**src/rtl/prog_loader_mem.sv**
```systemverilog
// Unified 15-bit instruction/data memory with a byte-pair program loader in front.
// Holds the core in reset while loading, then serves same-cycle fetches, loads and stores.
module prog_loader_mem #(
    parameter int DEPTH   = 256,   // address width is fixed at 8, so only 256 is meaningful
    parameter bit LOAD_EN = 1'b1
) (
    input  logic        ph1,
    input  logic        reset,
    input  logic        ld_valid,
    input  logic [7:0]  ld_data,
    input  logic        ld_last,
    output logic        ld_ready,
    output logic        cpu_reset,
    input  logic [7:0]  cpu_adr,
    input  logic        cpu_mem_write,
    input  logic [7:0]  cpu_wdata,
    output logic [14:0] cpu_rdata,
    output logic        load_done,
    output logic        load_err,
    output logic        load_ovf,
    output logic [8:0]  word_count
);

    typedef enum logic [1:0] {
        LOAD_HI = 2'd0,
        LOAD_LO = 2'd1,
        RUN     = 2'd2
    } state_t;

    state_t      r_state;
    logic [7:0]  r_addr;
    logic [6:0]  r_hi;
    logic        r_cpu_reset;
    logic        r_load_err;
    logic        r_load_ovf;
    logic [8:0]  r_word_count;
    logic [14:0] r_mem [DEPTH];

    logic        w_accept;
    logic        w_ld_we;
    logic [14:0] w_ld_wdata;
    logic        w_cpu_we;

    // ld_ready is gated by reset so no byte is ever taken on a reset edge.
    assign ld_ready = !reset && (r_state != RUN);
    assign w_accept = ld_valid && ld_ready;
    assign w_cpu_we = !reset && (r_state == RUN) && !r_cpu_reset && cpu_mem_write;

    // NOTE: every always_comb output gets a default first so no latch is inferred.
    always_comb begin
        w_ld_we    = 1'b0;
        w_ld_wdata = {ld_data[6:0], 8'h00};
        if (w_accept) begin
            if (r_state == LOAD_LO) begin
                w_ld_we    = 1'b1;
                w_ld_wdata = {r_hi, ld_data};
            end else if (ld_last) begin
                w_ld_we    = 1'b1;
            end
        end
    end

    // NOTE: state registers use non-blocking assignments so all flops update together at the edge.
    always_ff @(posedge ph1) begin
        if (reset) begin
            r_state      <= LOAD_EN ? LOAD_HI : RUN;
            r_addr       <= 8'd0;
            r_word_count <= 9'd0;
            r_load_err   <= 1'b0;
            r_load_ovf   <= 1'b0;
            r_cpu_reset  <= 1'b1;
        end else begin
            // One extra cycle of core reset after the loader hands over.
            r_cpu_reset <= (r_state != RUN);
            case (r_state)
                LOAD_HI: begin
                    if (w_accept) begin
                        r_hi <= ld_data[6:0];
                        if (ld_last) begin
                            r_word_count <= r_word_count + 9'd1;
                            r_load_err   <= 1'b1;
                            r_state      <= RUN;
                        end else begin
                            r_state <= LOAD_LO;
                        end
                    end
                end
                LOAD_LO: begin
                    if (w_accept) begin
                        r_word_count <= r_word_count + 9'd1;
                        r_addr       <= r_addr + 8'd1;
                        if (ld_last) begin
                            r_state <= RUN;
                        end else if (r_addr == 8'hFF) begin
                            r_load_ovf <= 1'b1;
                            r_state    <= RUN;
                        end else begin
                            r_state <= LOAD_HI;
                        end
                    end
                end
                RUN:     r_state <= RUN;
                default: r_state <= RUN;
            endcase
        end
    end

    // NOTE: the memory array has no reset; contents survive reset so a partial load stays visible.
    always_ff @(posedge ph1) begin
        if (w_ld_we) begin
            r_mem[r_addr] <= w_ld_wdata;
        end else if (w_cpu_we) begin
            r_mem[cpu_adr] <= {r_mem[cpu_adr][14:8], cpu_wdata};
        end
    end

    assign cpu_rdata  = r_mem[cpu_adr];
    assign cpu_reset  = r_cpu_reset;
    assign load_done  = (r_state == RUN);
    assign load_err   = r_load_err;
    assign load_ovf   = r_load_ovf;
    assign word_count = r_word_count;

endmodule

```
**config.mk**
```make
export PLATFORM = sky130hd
export DESIGN_NAME = prog_loader_mem
export DESIGN_NICKNAME = d
export VERILOG_FILES = /design/src/rtl/prog_loader_mem.sv
export SDC_FILE = /design/constraint.sdc
export NUM_CORES = 2
export LEC_CHECK = 0
export CAP_MARGIN = 40
export CORE_MARGIN = 2
export CORE_UTILIZATION = 47
export CTS_CLUSTER_DIAMETER = 50
export DETAILED_ROUTE_END_ITERATION = 8
export GPL_TIMING_DRIVEN = 1
export PLACE_DENSITY = 0.7
export RECOVER_POWER = 100
export SLEW_MARGIN = 10
export SYNTH_ARGS = -nofsm -noshare
export SYNTH_HDL_FRONTEND = slang
export SYNTH_SLANG_ARGS = --single-unit
```
**constraint.sdc**
```tcl
create_clock -name ph1 -period 36 [get_ports ph1]
set_clock_uncertainty 0.15 [all_clocks]
set_input_delay 9 -clock ph1 [delete_from_list [all_inputs] [get_ports ph1]]
set_output_delay 9 -clock ph1 [all_outputs]
set_load 0.05 [all_outputs]
```
## Yosys cells after proc, flatten, opt, wreduce, memory -nomap -nowiden

Memories as Yosys holds them, arrays and structs flattened.
Index checks and enable logic that the tools add are counted.

| cells by class | value |
|---|---|
| $add $sub $neg | 2 |
| multipliers | 0 |
| divide/modulo/power cells | 0 |
| order comparisons | 0 |
| eq/ne operators | 7 |
| shifts and indexed selects | 0 |
| muxes and demuxes | 23 |
| bitwise gates (word level) | 2 |
| reductions and logical operators | 16 |

Operators by type and width:

| kind | count |
|---|---|
| two-way mux 15 bit | 3 |
| two-way mux 9 bit | 3 |
| one-hot mux 9 bit (2 select lines) | 1 |
| OR reduction 15 bit | 1 |
| two-way mux 2 bit | 5 |
| adder 9 x 1 -> 9 bit (second input constant) | 1 |
| two-way mux 1 bit | 9 |
| adder 8 x 1 -> 8 bit (second input constant) | 1 |
| == test 8 bit (second input constant) | 1 |
| two-way mux 8 bit | 1 |
| != test 2 bit (second input constant) | 4 |
| AND reduction 4 bit | 2 |
| AND reduction 3 bit | 2 |
| logical AND 1 bit | 5 |
| one-hot mux 2 bit (2 select lines) | 1 |
| AND reduction 2 bit | 2 |
| == test 2 x 1 -> 1 bit (second input constant) | 1 |
| == test 2 bit (second input constant) | 1 |
| logical NOT 1 bit | 2 |
| logical NOT 2 bit | 1 |
| NOT 1 bit | 2 |
| nonzero test 2 bit | 1 |

| storage, ports and cells | value |
|---|---|
| register bits after elaboration | 29 |
| bits in latches | 0 |
| bits in writable memories | 3840 |
| memory bits (read-only) | 0 |
| input port bits | 29 |
| output and inout bits | 29 |
| logic and storage cells | 58 |
| memories kept | 1 |

Memory list:

| memory | depth | width | rd ports | clocked after memory_dff | wr ports | line | RTL |
|---|---|---|---|---|---|---|---|
| r_mem | 256 | 15 | 1 | 0 | 1 | 37 | `logic [14:0] r_mem [DEPTH];` |

## Logic depth before layout (Yosys ltp)

| depth | value |
|---|---|
| depth after elaboration | 9 |
| gate-level depth with buffers | 14 |

## Worst setup path after synthesis

No wires, ideal clock.

| path | value |
|---|---|
| path kind | input to register |
| start | in cpu_adr[0] |
| end | mem r_mem[0][11] (data pin) |
| arrival | 20512 ps |
| data required time | 33753 ps |
| setup slack | 13242 ps |
| cell stages on the path | 13 |
| path buffers | 7 |
| cells stage by stage | buf_6 > buf_6 > buf_6 > buf_6 > buf_6 > buf_6 > buf_6 > mux2i_1 > o2111ai_1 > o31ai_1 > nor4b_1 > a31oi_1 > nor3_1 |

RTL lines:

| item | line | RTL |
|---|---|---|
| start, declared | 14 | `input logic [7:0] cpu_adr,` |
| end, declared | 37 |  |

## Worst setup path in the final report

| path | value |
|---|---|
| start | in cpu_adr[0] |
| end | out cpu_rdata[11] |

| on the way | value |
|---|---|
| cells in the longest elaborated chain, start to end | 1 |

Ends and longest elaborated chain:

| item | line | RTL |
|---|---|---|
| memory (256 x 15 bit) | n/a |  |
| end, declared | 17 | `output logic [14:0] cpu_rdata,` |

Every way passes these cells.

==> summary.md <==
The number of hold violations in the final report was 0; the leakage power was 51.5 nW. The tools report the final-layout worst hold slack as 0.336 ns. Static timing analysis puts the maximum clock frequency at 34.4 MHz. The pre-CTS setup slack came out at 11.18 ns. The checks that failed: design-rule violations, max-capacitance violations, max-slew violations. The tools report the post-synthesis net count as 6762. Setup repair after global routing left no endpoint under its margin. In the final design database the tool counted 7295 nets. The run finished, with violations left. VDD sags by at most 0.0000463 V.

The total of cells resized after clock tree synthesis came out at 0. In the layout the commonest cells are 3847 x sky130_fd_sc_hd__edfxtp_1, 951 x sky130_fd_sc_hd__mux4_2, 418 x sky130_fd_sc_hd__clkbuf_1. The tools report the initial standard-cell utilization of the core as 0.471. Clock tree synthesis inserted a total of 399 buffers.

The area added between synthesis and finish was 13.2%. The detailed-route via count is 76.2k, and the area of the mapped netlist is 149000 µm². The run gives 0 ns as the aggregate negative setup slack. The arrival time of data at the critical path endpoint is 19.94 ns, and the ratio of cells with drive above 1 in the final layout is 0.230.

The area enclosed by the die boundary is 322000 µm², and the count of input and output buffers is 57. Max-cap violations in this run came to 98. The logs give -6.62 for the worst-case headroom to the max-slew limit and 2 for the DRC violations left. The worst setup path is launched from an input pin. The min-delay analysis places its worst path in the category reg2reg. The row count is 207, and the HPWL reported at the end of detailed placement is 236000 µm. The clock net sink count is 3869. The tools report the endpoint kind of the worst setup timing path as an output pin. The tools report the post-detailed-routing wire length as 409000 µm. The overall global routing resource usage came out at 0.250. In the final routed layout, each cell accounts on average for 34.7 µm. Commonest non-fill, non-tap cell in the layout: sky130_fd_sc_hd__edfxtp_1. Traced cell by cell, the critical path runs through buf_16, clkbuf_1, clkbuf_1, clkbuf_1, mux4_2, a22oi_1, nand3_1, nand3_1, o22ai_1, nor2_1, nor2_1, dlygate4sd3_1.

The register-to-register path setup slack was 22.37 ns. The synthesized area per cell is 22.2 µm². The total of flip-flops plus latches after synthesis was 3869. After global routing the overflow that remains totals 0. The number of enable-type register cells in the synthesized netlist was 3847; the H-tree depth was 5. The count of pins over their slew limit is 4479. From left edge to right edge, the die measures 568 µm. The type of the worst setup path is in2out. The post-CTS setup-driven buffer insertion count is 0, and the post-route clock period utilization is 0.808.

For this block, the initial DRC count from the detailed router was 11.9k. In this run the count of I/O pins placed on the die edge is 58. The async set or reset register ratio after synthesis is 0, and the vertical extent of the die is 568 µm.

For the share of the core filled with cells, the log shows 0.533. TritonCTS built the clock tree. Once detail routing completed, the nets flagged for antenna violations numbered 0. The library cell contributing the largest single delay on the critical path is sky130_fd_sc_hd__clkbuf_1. By instance count, the cell type seen most on the critical path is sky130_fd_sc_hd__clkbuf_1.

The required time of the critical path was 26.85 ns. For this run, the slowest stage of the critical path takes 2.38 ns. At the pin with the least slew margin, the transition time is 11.42 ns.

Counting every instance in the synthesized netlist gives 6731. For the floorplan core area, the log shows 317000 µm². The most instantiated flip-flop cell in the synthesis netlist is sky130_fd_sc_hd__edfxtp_1. Clock-pin slew was measured on the worst setup and hold paths at 0.06 ns. The tools report the number of distinct library cells after synthesis as 76. The number of iterations in the first detailed-routing pass is 9, and the number of antenna violations at the first check in global routing is 20. The number of buffers on the longest clock path came out at 4. In the routed layout, each cell is associated on average with a via count of 6.46.

The first-pass GRT wire length came out at 571000 µm. Setup violations remaining at the end of the flow were counted as 0. After layout, the worst setup slack is 6.91 ns. For the clock insertion delay at the later pin of the skew report, the log shows 0.99 ns. The number of buffers inserted by hold repair at cts was 0; the power per standard cell area was 56.7 nW/µm².

The tree is rooted in a sky130_fd_sc_hd__clkbuf_16. In this run the worst path has a maximum fanout of 95. The post-route minimum period came out at 29.09 ns.

At the end of routability-driven placement, the weighted congestion stood at 0.877. The logs give 0.776 for the sequential fraction of the synthesis area and 75.0k for the via count of the first global-routing pass. Entering global routing, the biggest net connects 253 pins. Yosys printed 0 warnings.
-- kinds of logic (layout without fill, tap and decap cells) --
family / count (synthesis) / after routing / synth area share
flops: 3869 / 3869 / 0.776
mux: 1252 / 1252 / 0.164
simple gates: 712 / 712 / 0.0221
compound gates: 478 / 478 / 0.0221
buf+inv: 406 / 1276 / 0.0149
xor+xnor: 12 / 12 / 0.000704
fa+ha+maj: 2 / 2 / 0.000167
other cells: 0 / 12 / 0
-- cell type report --
class	count	area [µm²]
antenna	12	30.0
clock buffer	476	10400
clock inverter	262	2960
fill	23790	148000
inverter	9	41.3
multi-input combinational	2456	31300
sequential	3869	116000
tap	4180	5230
timing repair buffer	529	3190
-- path summary, 6_finish.rpt --
check	startpoint	endpoint	cells after the start
hold reg to reg	load_err	load_err	2
setup / recovery	cpu_adr[0]	cpu_rdata[11]	12
setup reg to reg	r_state[0]	r_mem[202][12]	8
hold / removal	load_err	load_err	2
-- routing by layer --
layer  GRT usage  up-vias  share of wire
met2       0.388     5364           0.47
li1            -    29654              -
met4       0.116        6          0.055
met5           0        -       0.000091
met1       0.340    40146           0.36
met3      0.0543     1027           0.12
-- flip-flops by register name, summed over array words and instances (netlist names) --
name        cells
cpu_reset       1
load_err        1
load_ovf        1
r_addr          8
r_hi            7
r_mem        3840
r_state         2
word_count      9
-- synth_stat cells, types with 50 or more instances --
cell type	number	area [µm²]
sky130_fd_sc_hd__a21oi_1	76	380
sky130_fd_sc_hd__a22oi_1	91	683
sky130_fd_sc_hd__buf_2	81	405
sky130_fd_sc_hd__buf_6	50	563
sky130_fd_sc_hd__clkbuf_1	187	702
sky130_fd_sc_hd__edfxtp_1	3847	116000
sky130_fd_sc_hd__mux2i_1	260	2600
sky130_fd_sc_hd__mux4_2	951	21400
sky130_fd_sc_hd__nand2_1	120	450
sky130_fd_sc_hd__nor2_1	325	1220
sky130_fd_sc_hd__nor3_1	59	295
sky130_fd_sc_hd__o22ai_1	110	688
-- worst max-delay path: cells and delay by family --
kind,cells,cell delay [ns]
buffers and inverters,5,8.37
AOI/OAI and AO/OA,2,0.95
and+or+nand+nor,4,0.85
muxes,1,0.60
-- power by group --
group | switching (mW) | internal, mW | leakage [nW] | total, mW
logic | 0.286 | 0.168 | 10.9 | 0.454
clock network | 1.75 | 2.42 | 6.44 | 4.18
registers | 0.000789 | 4.95 | 34.2 | 4.95
total | 2.04 | 7.54 | 51.5 | 9.58
-- through the flow --
step,power [mW],instance area (µm²),cells
after global placement,5.46,156000,10962
after floorplan,5.33,149000,6731
after CTS,9.60,171000,11768
after detailed placement,5.48,157000,11030
final,9.58,169000,11793
after global routing,9.79,169000,11786
Note: power is estimated with default switching activity, not from simulation.
